[config.mk]
export PLATFORM = sky130hd
export DESIGN_NAME = bus_arbiter
export DESIGN_NICKNAME = d
export VERILOG_FILES = /design/src/rtl/bus_arbiter.sv
export SDC_FILE = /design/constraint.sdc
export NUM_CORES = 1
export LEC_CHECK = 0
export CORE_AREA = 2 2 117 119
export DETAILED_ROUTE_END_ITERATION = 10
export DIE_AREA = 0 0 119 121
export PLACE_DENSITY = 0.67
export SLEW_MARGIN = 20
export SYNTH_ARGS = -nofsm -noshare
export SYNTH_HDL_FRONTEND = slang
export SYNTH_SLANG_ARGS = --single-unit
[constraint.sdc]
create_clock -name clk_i -period 1.5 [get_ports clk_i]
set_input_delay 0.15 -clock clk_i [delete_from_list [all_inputs] [get_ports clk_i]]
set_output_delay 0.15 -clock clk_i [all_outputs]
set_load 0.03 [all_outputs]
[src/rtl/bus_arbiter.sv]
// rtl/bus_arbiter.sv - round-robin arbiter sharing one device-bus port between hosts
// Holds the selection across device stalls, supports a timed bus lock and routes read data back.
module bus_arbiter #(
  parameter int NrHosts       = 2,
  parameter int DataWidth     = 32,
  parameter int AddressWidth  = 32,
  parameter int MaxLockCycles = 16
) (
  input  logic                            clk_i,
  input  logic                            rst_i,
  input  logic [NrHosts-1:0]              host_req_i,
  input  logic [NrHosts-1:0]              host_lock_i,
  input  logic [NrHosts-1:0]              host_we_i,
  input  logic [NrHosts*AddressWidth-1:0] host_addr_i,
  input  logic [NrHosts*DataWidth-1:0]    host_wdata_i,
  output logic [NrHosts-1:0]              host_gnt_o,
  output logic [NrHosts-1:0]              host_rvalid_o,
  output logic [NrHosts*DataWidth-1:0]    host_rdata_o,
  output logic                            dev_req_o,
  output logic                            dev_we_o,
  output logic [AddressWidth-1:0]         dev_addr_o,
  output logic [DataWidth-1:0]            dev_wdata_o,
  input  logic                            dev_gnt_i,
  input  logic [DataWidth-1:0]            dev_rdata_i,
  output logic                            lock_active_o
);

  localparam int PtrW = (NrHosts > 1) ? $clog2(NrHosts) : 1;
  localparam int CntW = $clog2(MaxLockCycles + 1);

  logic [PtrW-1:0] rr_ptr;
  logic            hold_valid;
  logic [PtrW-1:0] hold_idx;
  logic            lock_active;
  logic [PtrW-1:0] lock_owner;
  logic [CntW-1:0] lock_cnt;
  logic            rpend;
  logic [PtrW-1:0] rsel;

  logic            win_valid;
  logic [PtrW-1:0] win_idx;
  int              cand;
  logic [PtrW-1:0] cand_idx;
  logic            accept;
  logic            lock_keep;
  logic            timeout;

  // Explicit wrap keeps the pointer below NrHosts for non-power-of-two host counts.
  function automatic logic [PtrW-1:0] next_ptr(input logic [PtrW-1:0] p);
    if (int'(p) == NrHosts - 1) return '0;
    else return p + PtrW'(1);
  endfunction

  // Scanning downward lets the entry closest to rr_ptr overwrite the others.
  always_comb begin
    win_valid = 1'b0;
    win_idx   = '0;
    cand      = 0;
    cand_idx  = '0;
    if (hold_valid) begin
      win_valid = 1'b1;
      win_idx   = hold_idx;
    end else if (lock_active) begin
      win_valid = host_req_i[lock_owner];
      win_idx   = lock_owner;
    end else begin
      for (int k = NrHosts - 1; k >= 0; k--) begin
        cand = int'(rr_ptr) + k;
        if (cand >= NrHosts) cand = cand - NrHosts;
        cand_idx = PtrW'(cand);
        if (host_req_i[cand_idx]) begin
          win_valid = 1'b1;
          win_idx   = cand_idx;
        end
      end
    end
  end

  assign dev_req_o = win_valid & rst_i;
  assign accept    = dev_req_o & dev_gnt_i;

  always_comb begin
    dev_we_o    = 1'b0;
    dev_addr_o  = '0;
    dev_wdata_o = '0;
    if (dev_req_o) begin
      dev_we_o    = host_we_i[win_idx];
      dev_addr_o  = host_addr_i[int'(win_idx)*AddressWidth +: AddressWidth];
      dev_wdata_o = host_wdata_i[int'(win_idx)*DataWidth +: DataWidth];
    end
  end

  always_comb begin
    host_gnt_o = '0;
    if (accept) host_gnt_o[win_idx] = 1'b1;
  end

  always_comb begin
    host_rvalid_o = '0;
    if (rpend && rst_i) host_rvalid_o[rsel] = 1'b1;
  end

  assign host_rdata_o  = {NrHosts{dev_rdata_i}};
  assign lock_active_o = lock_active;

  // Lock state the next cycle would have if the timeout did not intervene.
  always_comb begin
    lock_keep = lock_active;
    if (accept) lock_keep = host_lock_i[win_idx];
    else if (lock_active && !hold_valid && !host_req_i[lock_owner]) lock_keep = 1'b0;
  end

  assign timeout = lock_active && lock_keep && (lock_cnt == CntW'(MaxLockCycles - 1));

  always_ff @(posedge clk_i or negedge rst_i) begin
    if (!rst_i) begin
      rr_ptr      <= '0;
      hold_valid  <= 1'b0;
      hold_idx    <= '0;
      lock_active <= 1'b0;
      lock_owner  <= '0;
      lock_cnt    <= '0;
      rpend       <= 1'b0;
      rsel        <= '0;
    end else begin
      rpend <= 1'b0;
      if (dev_req_o && !dev_gnt_i) begin
        hold_valid <= 1'b1;
        hold_idx   <= win_idx;
      end
      if (accept) begin
        hold_valid <= 1'b0;
        rr_ptr     <= next_ptr(win_idx);
        rpend      <= ~host_we_i[win_idx];
        rsel       <= win_idx;
        if (host_lock_i[win_idx]) lock_owner <= win_idx;
      end
      lock_active <= lock_keep;
      lock_cnt    <= lock_active ? lock_cnt + CntW'(1) : '0;
      if (timeout) begin
        lock_active <= 1'b0;
        rr_ptr      <= next_ptr(lock_owner);
        lock_cnt    <= '0;
      end
    end
  end

endmodule

==> results <==
area by class of cell:
type | count | area share (%)
Tap cell | 176 | 3.88
Inverter | 7 | 0.507
Sequential cell | 12 | 5.36
Clock buffer | 4 | 1.57
Timing Repair Buffer | 255 | 52.0
Multi-Input combinational cell | 247 | 36.6
routing by layer:
layer  up-vias  wire length, µm
li1       1423                -
met1      1426             4130
met2       179             6240
met3        16             1000
met4         0              250
met5         -                0
flip-flops by register name, summed over array words and instances (netlist names):
signal,count
hold_valid,1
lock_active_o,1
hold_idx,1
rpend,1
rr_ptr,1
rsel,1
lock_cnt,5
lock_owner,1
logic make-up after synthesis:
| family | Yosys count |
|---|---|
| compound gates | 84 |
| xor+xnor | 2 |
| fa+ha+maj | 2 |
| buf+inv | 93 |
| flops | 12 |
| mux | 3 |
| simple gates | 156 |
cell usage in the layout, fill, tap and decap left out, drive strengths merged, types with 2 or more instances in the layout:
master and count:
a22oi 2, nor3 4, clkbuf 8, dlygate4sd2 2, nand3 2, buf 114
ha 2, mux2i 3, nor2 5, and3 2, nor2b 2, and2 3
o211a 2, a21boi 2, o21ai 7, dfrtp 12, nand2 136, o31ai 2
inv 7, clkdlybuf4s50 135, a21oi 66
power by group:
| part | switching, mW | internal [mW] |
|---|---|---|
| registers | 0.0408 | 0.372 |
| clock network | 0.156 | 0.404 |
| logic | 2.16 | 1.91 |
| total | 2.36 | 2.68 |
path summary, 6_finish.rpt:
kind / startpoint / endpoint / slack, ns / cells past startpoint
max: lock_active_o$_DFF_PN0_ / dev_addr_o[10] / -0.52 / 7
min reg2reg: hold_idx$_DFFE_PN0P_ / hold_idx$_DFFE_PN0P_ / 0.53 / 2
min: dev_rdata_i[18] / host_rdata_o[18] / 0.30 / 0
max in group asynchronous: rst_i / lock_owner$_DFFE_PN0P_ / 0.94 / 2
max reg2reg: lock_active_o$_DFF_PN0_ / rsel$_DFFE_PN0N_ / -0.28 / 8
min in group asynchronous: rst_i / lock_active_o$_DFF_PN0_ / 0.38 / 2
repair_timing:
| action | 4_1_cts | 5_1_grt |
|---|---|---|
| setup endpoints to repair | 81 | 81 |
| resized for setup | 92 | 42 |
| gates cloned | 4 | 4 |
| setup buffers | 9 | 1 |
| pin swaps | 7 | 7 |
stage by stage:
step           worst slack, ns  TNS [ns]  hold WS, ns
2_1_floorplan           -0.248    -16.04       -0.146
3_3_place_gp            -0.802    -47.98        0.300
3_5_place_dp            -0.796    -49.88        0.300
4_1_cts                 -0.518    -36.18        0.300
5_1_grt                 -0.562    -39.03        0.300
6_report                -0.518    -35.27        0.300
==> results_dict.tcl <==
set metrics [dict create \
    clk_pin_slew_worst_paths_ns 0.05 \
    multi_input_area_mm2 0.00208 \
    cp_cell_sequence "a21bo_4 > a22oi_2 > o21ai_4 > buf_12 > buf_16 > a21oi_4 > buf_12" \
    critPathKind "flip-flop to primary output" \
    max_cap_viol_count 0 \
    synth_compound_area_share_pct 22.6 \
    antenna_cells 0 \
    die_h_um 121 \
    grt.overflow.total 0 \
    cts.sinks 12 \
    finalPower_mw 5.04 \
    cp_num_buf_inv 3 \
    use_met1_pct 14.9 \
    synth_edf_count 0 \
    fin_crit_ns 2.02 \
    num_rows 42 \
    syn_to_final_growth_pct 171 \
    ys.flop_type "dfrtp_1" \
    place.gp.congestion 0.758 \
    synth_top_cell_by_area "buf_4" \
    avgViaCountPerCell 4.34 \
    synthCells 352 \
    period_share_pct 135 \
    postPlaceCellArea_mm2 0.00481 \
    synthTopCellsByArea "buf_4 25%, nand2_1 24%, a21oi_1 16%, dfrtp_1 14%, buf_2 1.9%" \
    die_w_um 119 \
    crit_top_cell "buf_12" \
    critPathCaptureType "primary output" \
    final_util_pct 43.4 \
    grt_max_degree 36 \
    instances_no_fill 701 \
    cp-start-kind "flip-flop" \
    drc 0 \
    cts_tree "built" \
    holdBufCountCts 0 \
    core_area_mm2 0.0131 \
    violations "setup timing" \
    ir_worst_vdd_v 0.000743 \
    final_layout_size_suffix_gt1_share_pct 43.4 \
    grt.busiest_layer "met2" \
    crit_path_top_delay_cell "dfrtp_2" \
    yosysMostFrequentCell "nand2_1" \
    timing.fmax_mhz 496 \
    synth_top_family_by_area "buffers and inverters" \
    yosys.area_share.simple_pct 29.6 \
    use_met3_pct 4.14 \
    synth_area_mm2 0.00209 \
    synth_top_area_share_pct 25.1 \
    slew_violations 0 \
    yosys_warnings 0 \
    min_path_type "primary input to primary output" \
    ff_latch_area_um2 304 \
    vias 3044 \
    worstMarginPinSlew_ns 0.302 \
    netlist_top_cells_count "136 x nand2_1, 70 x buf_4, 66 x a21oi_1" \
    ios 304 \
    synthesis.nets 523 \
    fillers 1217 \
    synthMuxAreaShare_pct 1.43 \
    cts.path.max_buffers 2 \
    worstPathArrival_ns 1.87 \
    yosys.area_share.xor_xnor_pct 0.836 \
    dpl.hpwl_mm 8.68 \
    fin_ws_ns -0.518 \
    setup_viol 81 \
    critPathRequiredTime_ns 1.35 \
    slew_headroom_pct 79.7 \
    die-area_mm2 0.0144 \
    wl_per_cell_um 16.6 \
    antenna_found_initial 0 \
    async_reset_ff_share_pct 100 \
    leakagePower_nw 2.21 \
    clockRootBuffer "clkbuf_16" \
    finalNetCount 697 \
    rsz0062_at_grt "yes" \
    ys_types 30 \
    cts_buffers 3 \
    firstDrtPassIters 4 \
    critPathMaxStageDelay_ns 0.43 \
    grt_pass1_wl_mm 16.8 \
    skew_ns 0.00396 \
    routed_wl_mm 11.6 \
    status "finished with violations" \
    io_buffers 207 \
    drt_iter0_drc 68 \
    hold_viol 0 \
    worstPathMaxFanout 9 \
    dp.cells 679 \
    postLayoutCellArea_mm2 0.00567 \
    power.density_mw_per_mm2 888 \
    clock_latency_ns 0.25 \
    crit_family "compound AO/OA/AOI/OAI gates" \
    yosysSeqAreaShare_pct 14.3 \
    htreeDepth 1 \
    syn_area_per_cell_um2 5.95 \
    met2_usage_pct 28.3 \
    antenna_left 0 \
    grt_usage_pct 14.4 \
    initial_utilization_pct 16.0 \
    grt_pass1_vias 3201 \
    synth_seq_cells 12 \
    synthAdderAreaFrac_pct 1.19 \
]
Power figures use the tool's default switching activity.
